## config.mk

```make
export PLATFORM = sky130hd
export DESIGN_NAME = alu_divider_flat
export DESIGN_NICKNAME = d
export VERILOG_FILES = /design/src/rtl/alu_divider_if.sv /design/src/rtl/alu_divider.sv /design/src/flat_wrapper.sv
export SDC_FILE = /design/constraint.sdc
export NUM_CORES = 1
export LEC_CHECK = 0
export ABC_AREA = 1
export CORE_MARGIN = 5
export CORE_UTILIZATION = 35
export DETAILED_ROUTE_END_ITERATION = 10
export HOLD_SLACK_MARGIN = 0.06
export PLACE_DENSITY = 0.52
export SLEW_MARGIN = 15
export SYNTH_ARGS = -nofsm -noshare
export SYNTH_HDL_FRONTEND = slang
export SYNTH_SLANG_ARGS = --single-unit
export TNS_END_PERCENT = 5
```

## constraint.sdc

```tcl
create_clock -name clk -period 5.65 [get_ports clk]
set_input_delay 1.13 -clock clk [delete_from_list [all_inputs] [get_ports clk]]
set_output_delay 1.13 -clock clk [all_outputs]
set_load 0.05 [all_outputs]
```

## src/rtl/alu_divider_if.sv

```systemverilog
// Request/response bundle between execute control and the multi-cycle divider.
interface alu_divider_if #(
    parameter int N = 32
);
    logic         start;
    logic         is_signed;
    logic [N-1:0] dividend;
    logic [N-1:0] divisor;
    logic         busy;
    logic         done;
    logic [N-1:0] quotient;
    logic [N-1:0] remainder;
    logic         div_by_zero;

    modport master (
        output start, is_signed, dividend, divisor,
        input  busy, done, quotient, remainder, div_by_zero
    );

    modport slave (
        input  start, is_signed, dividend, divisor,
        output busy, done, quotient, remainder, div_by_zero
    );
endinterface

```

## src/rtl/alu_divider.sv

```systemverilog
// Restoring integer divider: one quotient bit per clock on operand magnitudes,
// signs re-applied in a final fix-up cycle (truncating division).
module alu_divider #(
    parameter int N = 32
) (
    input  logic              clk,
    input  logic              rst_n,
    alu_divider_if.slave      bus
);
    localparam int            CW        = $clog2(N + 1);
    localparam logic [CW-1:0] LAST_STEP = CW'(N - 1);

    typedef enum logic [1:0] {
        ST_IDLE = 2'd0,
        ST_RUN  = 2'd1,
        ST_FIX  = 2'd2
    } state_t;

    function automatic logic [N-1:0] neg2c(input logic [N-1:0] v);
        return ~v + {{(N-1){1'b0}}, 1'b1};
    endfunction

    state_t        r_state;
    logic [CW-1:0] r_count;
    // Partial remainder is always below the divisor magnitude, so its top bit
    // of the (N+1)-bit working value is implicitly zero and not stored.
    logic [N-1:0]  r_prem;
    logic [N-1:0]  r_dvd_mag;
    logic [N-1:0]  r_dvs_mag;
    logic [N-1:0]  r_raw_dvd;
    logic          r_q_neg;
    logic          r_r_neg;
    logic          r_busy;
    logic          r_done;
    logic [N-1:0]  r_quotient;
    logic [N-1:0]  r_remainder;
    logic          r_dbz;

    logic [N-1:0]  w_dvd_mag;
    logic [N-1:0]  w_dvs_mag;
    logic          w_q_neg;
    logic          w_r_neg;
    logic [N:0]    w_shift;
    logic [N:0]    w_trial;

    // Operand magnitudes and result signs formed from the live request inputs
    always_comb begin
        w_dvd_mag = bus.dividend;
        w_dvs_mag = bus.divisor;
        w_q_neg   = 1'b0;
        w_r_neg   = 1'b0;
        if (bus.is_signed) begin
            if (bus.dividend[N-1]) begin
                w_dvd_mag = neg2c(bus.dividend);
            end else begin
                w_dvd_mag = bus.dividend;
            end
            if (bus.divisor[N-1]) begin
                w_dvs_mag = neg2c(bus.divisor);
            end else begin
                w_dvs_mag = bus.divisor;
            end
            w_q_neg = bus.dividend[N-1] ^ bus.divisor[N-1];
            w_r_neg = bus.dividend[N-1];
        end else begin
            w_q_neg = 1'b0;
            w_r_neg = 1'b0;
        end
    end

    // One restoring step: shift remainder/dividend pair and trial-subtract
    always_comb begin
        w_shift = {r_prem, r_dvd_mag[N-1]};
        w_trial = w_shift - {1'b0, r_dvs_mag};
    end

    // Divider control FSM with registered results and handshake
    always_ff @(posedge clk or negedge rst_n) begin
        if (!rst_n) begin
            r_state     <= ST_IDLE;
            r_count     <= {CW{1'b0}};
            r_prem      <= {N{1'b0}};
            r_dvd_mag   <= {N{1'b0}};
            r_dvs_mag   <= {N{1'b0}};
            r_raw_dvd   <= {N{1'b0}};
            r_q_neg     <= 1'b0;
            r_r_neg     <= 1'b0;
            r_busy      <= 1'b0;
            r_done      <= 1'b0;
            r_quotient  <= {N{1'b0}};
            r_remainder <= {N{1'b0}};
            r_dbz       <= 1'b0;
        end else begin
            r_done <= 1'b0;
            case (r_state)
                ST_IDLE: begin
                    if (bus.start) begin
                        r_raw_dvd <= bus.dividend;
                        r_dvd_mag <= w_dvd_mag;
                        r_dvs_mag <= w_dvs_mag;
                        r_q_neg   <= w_q_neg;
                        r_r_neg   <= w_r_neg;
                        r_prem    <= {N{1'b0}};
                        r_count   <= {CW{1'b0}};
                        r_busy    <= 1'b1;
                        r_state   <= ST_RUN;
                    end else begin
                        r_state   <= ST_IDLE;
                    end
                end
                ST_RUN: begin
                    // A negative trial leaves w_shift below 2^N, so restoring drops nothing
                    if (!w_trial[N]) begin
                        r_prem    <= w_trial[N-1:0];
                        r_dvd_mag <= {r_dvd_mag[N-2:0], 1'b1};
                    end else begin
                        r_prem    <= w_shift[N-1:0];
                        r_dvd_mag <= {r_dvd_mag[N-2:0], 1'b0};
                    end
                    r_count <= r_count + {{(CW-1){1'b0}}, 1'b1};
                    if (r_count == LAST_STEP) begin
                        r_state <= ST_FIX;
                    end else begin
                        r_state <= ST_RUN;
                    end
                end
                ST_FIX: begin
                    if (r_dvs_mag == {N{1'b0}}) begin
                        r_quotient  <= {N{1'b1}};
                        r_remainder <= r_raw_dvd;
                        r_dbz       <= 1'b1;
                    end else begin
                        r_quotient  <= r_q_neg ? neg2c(r_dvd_mag) : r_dvd_mag;
                        r_remainder <= r_r_neg ? neg2c(r_prem) : r_prem;
                        r_dbz       <= 1'b0;
                    end
                    r_done  <= 1'b1;
                    r_busy  <= 1'b0;
                    r_state <= ST_IDLE;
                end
                default: begin
                    r_busy  <= 1'b0;
                    r_state <= ST_IDLE;
                end
            endcase
        end
    end

    assign bus.busy        = r_busy;
    assign bus.done        = r_done;
    assign bus.quotient    = r_quotient;
    assign bus.remainder   = r_remainder;
    assign bus.div_by_zero = r_dbz;
endmodule
```

## src/flat_wrapper.sv

```systemverilog
// flat-port wrapper written by rule: the top's interface ports become plain ports
module alu_divider_flat 
#(
    parameter int N = 32
)
  (clk, rst_n, bus_start, bus_is_signed, bus_dividend, bus_divisor, bus_busy, bus_done, bus_quotient, bus_remainder, bus_div_by_zero);
  alu_divider_if #(.N(N)) bus_i ();
  input  logic clk;
  input  logic rst_n;
  input wire logic [$bits(bus_i.start)-1:0] bus_start;
  input wire logic [$bits(bus_i.is_signed)-1:0] bus_is_signed;
  input wire logic [$bits(bus_i.dividend)-1:0] bus_dividend;
  input wire logic [$bits(bus_i.divisor)-1:0] bus_divisor;
  output wire logic [$bits(bus_i.busy)-1:0] bus_busy;
  output wire logic [$bits(bus_i.done)-1:0] bus_done;
  output wire logic [$bits(bus_i.quotient)-1:0] bus_quotient;
  output wire logic [$bits(bus_i.remainder)-1:0] bus_remainder;
  output wire logic [$bits(bus_i.div_by_zero)-1:0] bus_div_by_zero;
  assign bus_i.start = bus_start;
  assign bus_i.is_signed = bus_is_signed;
  assign bus_i.dividend = bus_dividend;
  assign bus_i.divisor = bus_divisor;
  assign bus_busy = bus_i.busy;
  assign bus_done = bus_i.done;
  assign bus_quotient = bus_i.quotient;
  assign bus_remainder = bus_i.remainder;
  assign bus_div_by_zero = bus_i.div_by_zero;
  alu_divider #(.N(N)) u_core (.clk(clk), .rst_n(rst_n), .bus(bus_i));
endmodule
```

==> results by group <==
Synthesis
  • EDFF count, synth: 0
  • Synth Net Count: 2,260
  • Post-Syn Instances: about 2,200
  • #FFs+latches synth: 205
  • Seq/Total Area, Yosys: 35.83%
  • Post-Syn Area per Cell: 6.647 um2
  • Synthesized area: between 10,000 and 15,000 um2
  • Asr flop ratio synth: 100.0%
  • Warnings from Yosys: 0
  • Top FF cell, synth: dfrtp_1
  • Post-synth cell types: 49

Worst setup path
  • Kind of critical path: input pin to flip-flop
  • CP max-delay cell: clkinv_1
  • Crit path DAT: 3910 ps
  • Worst path max stage delay: 810 ps
  • CP Depth: 9
  • CP startpoint kind: input pin
  • CP most frequent cell: nand2_1
  • CP Cell Sequence: clkdlybuf4s50_1, nand2_1, clkinv_1, nand2_1, nand2_1, a21oi_2, nand3_1, nand3_1, nand2_1
  • Cells on worst reg2reg path: 9
  • Cell family with most CP delay: buffers and inverters
  • Worst-path maximum fanout: 27
  • Setup crit end kind: flip-flop
  • Critical Path RT: 6080 ps
  • CP bufs+invs: 2

Hold path
  • Min-Delay Path Depth: 1
  • Hold Path Class: flip-flop to flip-flop

Clock tree
  • Clock-pin slew on the worst setup and hold paths: 60 ps
  • Worst skew pair latency: around 550 ps
  • H-Tree Depth: 1
  • CTS tree: done
  • Clock Tree Root: clkbuf_16
  • Cts hold-fix bufs: 0
  • Setup bufs post-CTS: 0
  • CTS resizes: 0
  • Longest Clk Path Bufs: 3
  • CTS Sinks: around 210
  • CTS buffer count: 26

Placement
  • Placement Cell Area: 16,160 um2
  • Final GP Congestion: 0.9551
  • PortBufs: approximately 130
  • DP Wirelength: 39.25 mm

Power and ir drop
  • Peak VDD IR: 0.0003777 V
  • Clock Power Share: 15.0%
  • Leakage power total: 8.526 nW
  • Pwr Total: between 10 and 15 mW
  • PD cells: 680.4 nW/um2
  • Sw Share: between 50% and 60%
  • Int Power: 5.528 mW
  • P_sw: a little over 6 mW
  • Sequential power share: roughly a quarter
  • Combinational fraction of design power: 59.6%

Global routing
  • Largest net degree at the start of global routing: 116
  • Vias in the first global route: 13,660
  • GRT overflow: 0
  • Initial antenna violation count: 0
  • GRT Util Overall: between 20% and 30%
  • First-pass GRT wire length: approximately 79 mm

Timing
  • Skew final: 19.81 ps
  • Final setup violation count: 0
  • Fin. Hold Viols: 0
  • Worst-Margin Slew: 1102 ps
  • Setup TNS: 0 ps
  • Slew HR: 26.56%
  • Max Transition Viols Final: 0
  • Maximum clock frequency: 287.8 MHz
  • Ratio of final minimum period to clock period: between 60% and 70%
  • Min cycle time layout: 3475 ps
  • RSZ-0062 raised after global routing: no

Status
  • Status: complete, no violations

Layout
  • Most frequent cells in the layout: nand2_1, inv_1, nand3_1
  • Fill count: 4,290
  • Layout cells sized above 1: 4.567%
  • Syn-to-layout area delta: 19.19%
  • Fin nets: between 2,000 and 2,500
  • Leading cell type in the layout, fill and taps excluded: nand2_1
  • Post-route cell area: around 17,000 um2

Route
  • Routed WL: between 50 and 60 mm
  • Vias/cell: 5.130
  • Drt first-iter violations: 1,110
  • Via Count: 14,414
  • First drt pass iteration count: 7
  • Average wire per standard cell: 18.22 um
  • DRC: 0
  • DRT antenna net count: 0

Floorplanning
  • Ports: around 140
  • Initial core utilization: about a third
  • Die W: 212.3 um
  • Die Y-Extent: 212.3 um
  • Total Die Area: 45,050 um2
  • Core area: slightly above 40,000 um2
  • Site Rows: 74

Flow run
  • Max Cap Viol: 0
==> power groups by stage <==
| stage | Clock (mW) | Sequential, mW | Combinational, mW |
|---|---|---|---|
| finish | 1.74 | 2.95 | 6.91 |
| global route | 1.85 | 3.03 | 7.75 |
| CTS | 1.79 | 2.94 | 6.92 |
| detailed placement | 0 | 2.96 | 6.88 |
| global placement | 0 | 2.95 | 6.84 |
| floorplan | 0 | 3.25 | 4.46 |
==> cell type report <==
| type | instances | area [um2] | area share (%) |
|---|---|---|---|
| diodes | 1 | 2.502 | 0.01466 |
| well taps | 532 | 665.6 | 3.901 |
| inverters | 289 | 1085 | 6.357 |
| clock buffers | 36 | 748.2 | 4.384 |
| multi-input cells | 1588 | 7824 | 45.85 |
| flip-flops and latches | 205 | 5130 | 30.06 |
| repair buffers | 147 | 1456 | 8.534 |
| clock inverters | 12 | 153.9 | 0.9018 |
==> worst reg2reg max path: stages, from the launching register on <==
cell     delay [ps]
dfrtp_1         400
inv_1           140
nor2_4           90
buf_4           350
inv_2           430
nor2_4          870
buf_4           390
nand2_1          80
nor2_1          170
nor2_1           60
==> logic make-up after synthesis <==
kind of cell	count (synthesis)	synth area share [%]
and+or+nand+nor	1246	37.49
buffers and inverters	361	9.805
AOI/OAI and AO/OA	244	9.831
DFF	205	35.83
xor gates and xnor gates	60	3.670
adders and majority gates	38	3.373
==> per-stage QoR <==
| stage | worst slack (ps) | utilization, % | hold slack (ps) | std cells |
|---|---|---|---|---|
| 2_1_floorplan | 3107 | - | 407.8 | 2154 |
| 3_3_place_gp | 1625 | 39.76 | 431.7 | 2761 |
| 3_5_place_dp | 1618 | 39.76 | 436.2 | 2761 |
| 4_1_cts | 2181 | 41.98 | 451.7 | 2809 |
| 5_1_grt | 1999 | 41.98 | 475.2 | 2809 |
| 6_report | 2175 | 41.98 | 459.1 | 2810 |
==> cells in the mapped netlist, drive strengths merged, types with 2 or more instances <==
cell / number / area share [%]
nand2: 663 / 18
inv: 288 / 7.6
nand3: 281 / 9.9
nor2: 206 / 5.5
dfrtp: 205 / 36
o21ai: 126 / 4.5
xor2: 49 / 3.0
a21oi: 48 / 1.8
clkbuf: 46 / 1.2
ha: 37 / 3.2
a22oi: 30 / 1.6
buf: 26 / 1.0
nand4: 26 / 1.1
nand3b: 22 / 1.2
nor3: 18 / 0.66
or2: 16 / 0.70
a31oi: 14 / 0.61
xnor2: 11 / 0.67
nor4: 10 / 0.44
o211ai: 9 / 0.47
o31ai: 5 / 0.26
o21bai: 3 / 0.16
a21o: 2 / 0.10
and2: 2 / 0.087
o22ai: 2 / 0.087
o41ai: 2 / 0.12
==> registers in the layout, indices dropped and copies added, names as in the netlist, 2 cells and up <==
| signal | count |
|---|---|
| u_core.r_dvs_mag | 32 |
| u_core.r_state | 2 |
| u_core.r_count | 6 |
| u_core.bus.quotient | 32 |
| u_core.r_dvd_mag | 32 |
| u_core.r_prem | 32 |
| u_core.r_raw_dvd | 32 |
| u_core.bus.remainder | 32 |
==> worst paths after layout <==
kind	start	slack, ps	to
max	bus_is_signed	2180	u_core.r_dvs_mag[26]
min in group asynchronous	rst_n	640	u_core.r_dvs_mag[8]
max reg2reg	u_core.r_state[1]	2580	u_core.bus.quotient[25]
min reg2reg	u_core.r_count[5]	460	u_core.r_state[1]
min	u_core.r_count[5]	460	u_core.r_state[1]
max in group asynchronous	rst_n	3910	u_core.bus.remainder[28]
==> layer usage <==
layer / vias to the layer above / wire length, um / global-route usage, %
li1: 7161 / - / -
met1: 6770 / 25540 / 34.34
met2: 429 / 21650 / 33.22
met3: 54 / 2943 / 3.069
met4: 0 / 1055 / 4.833
met5: - / 0 / 0
Note: power is estimated with default switching activity, not from simulation.
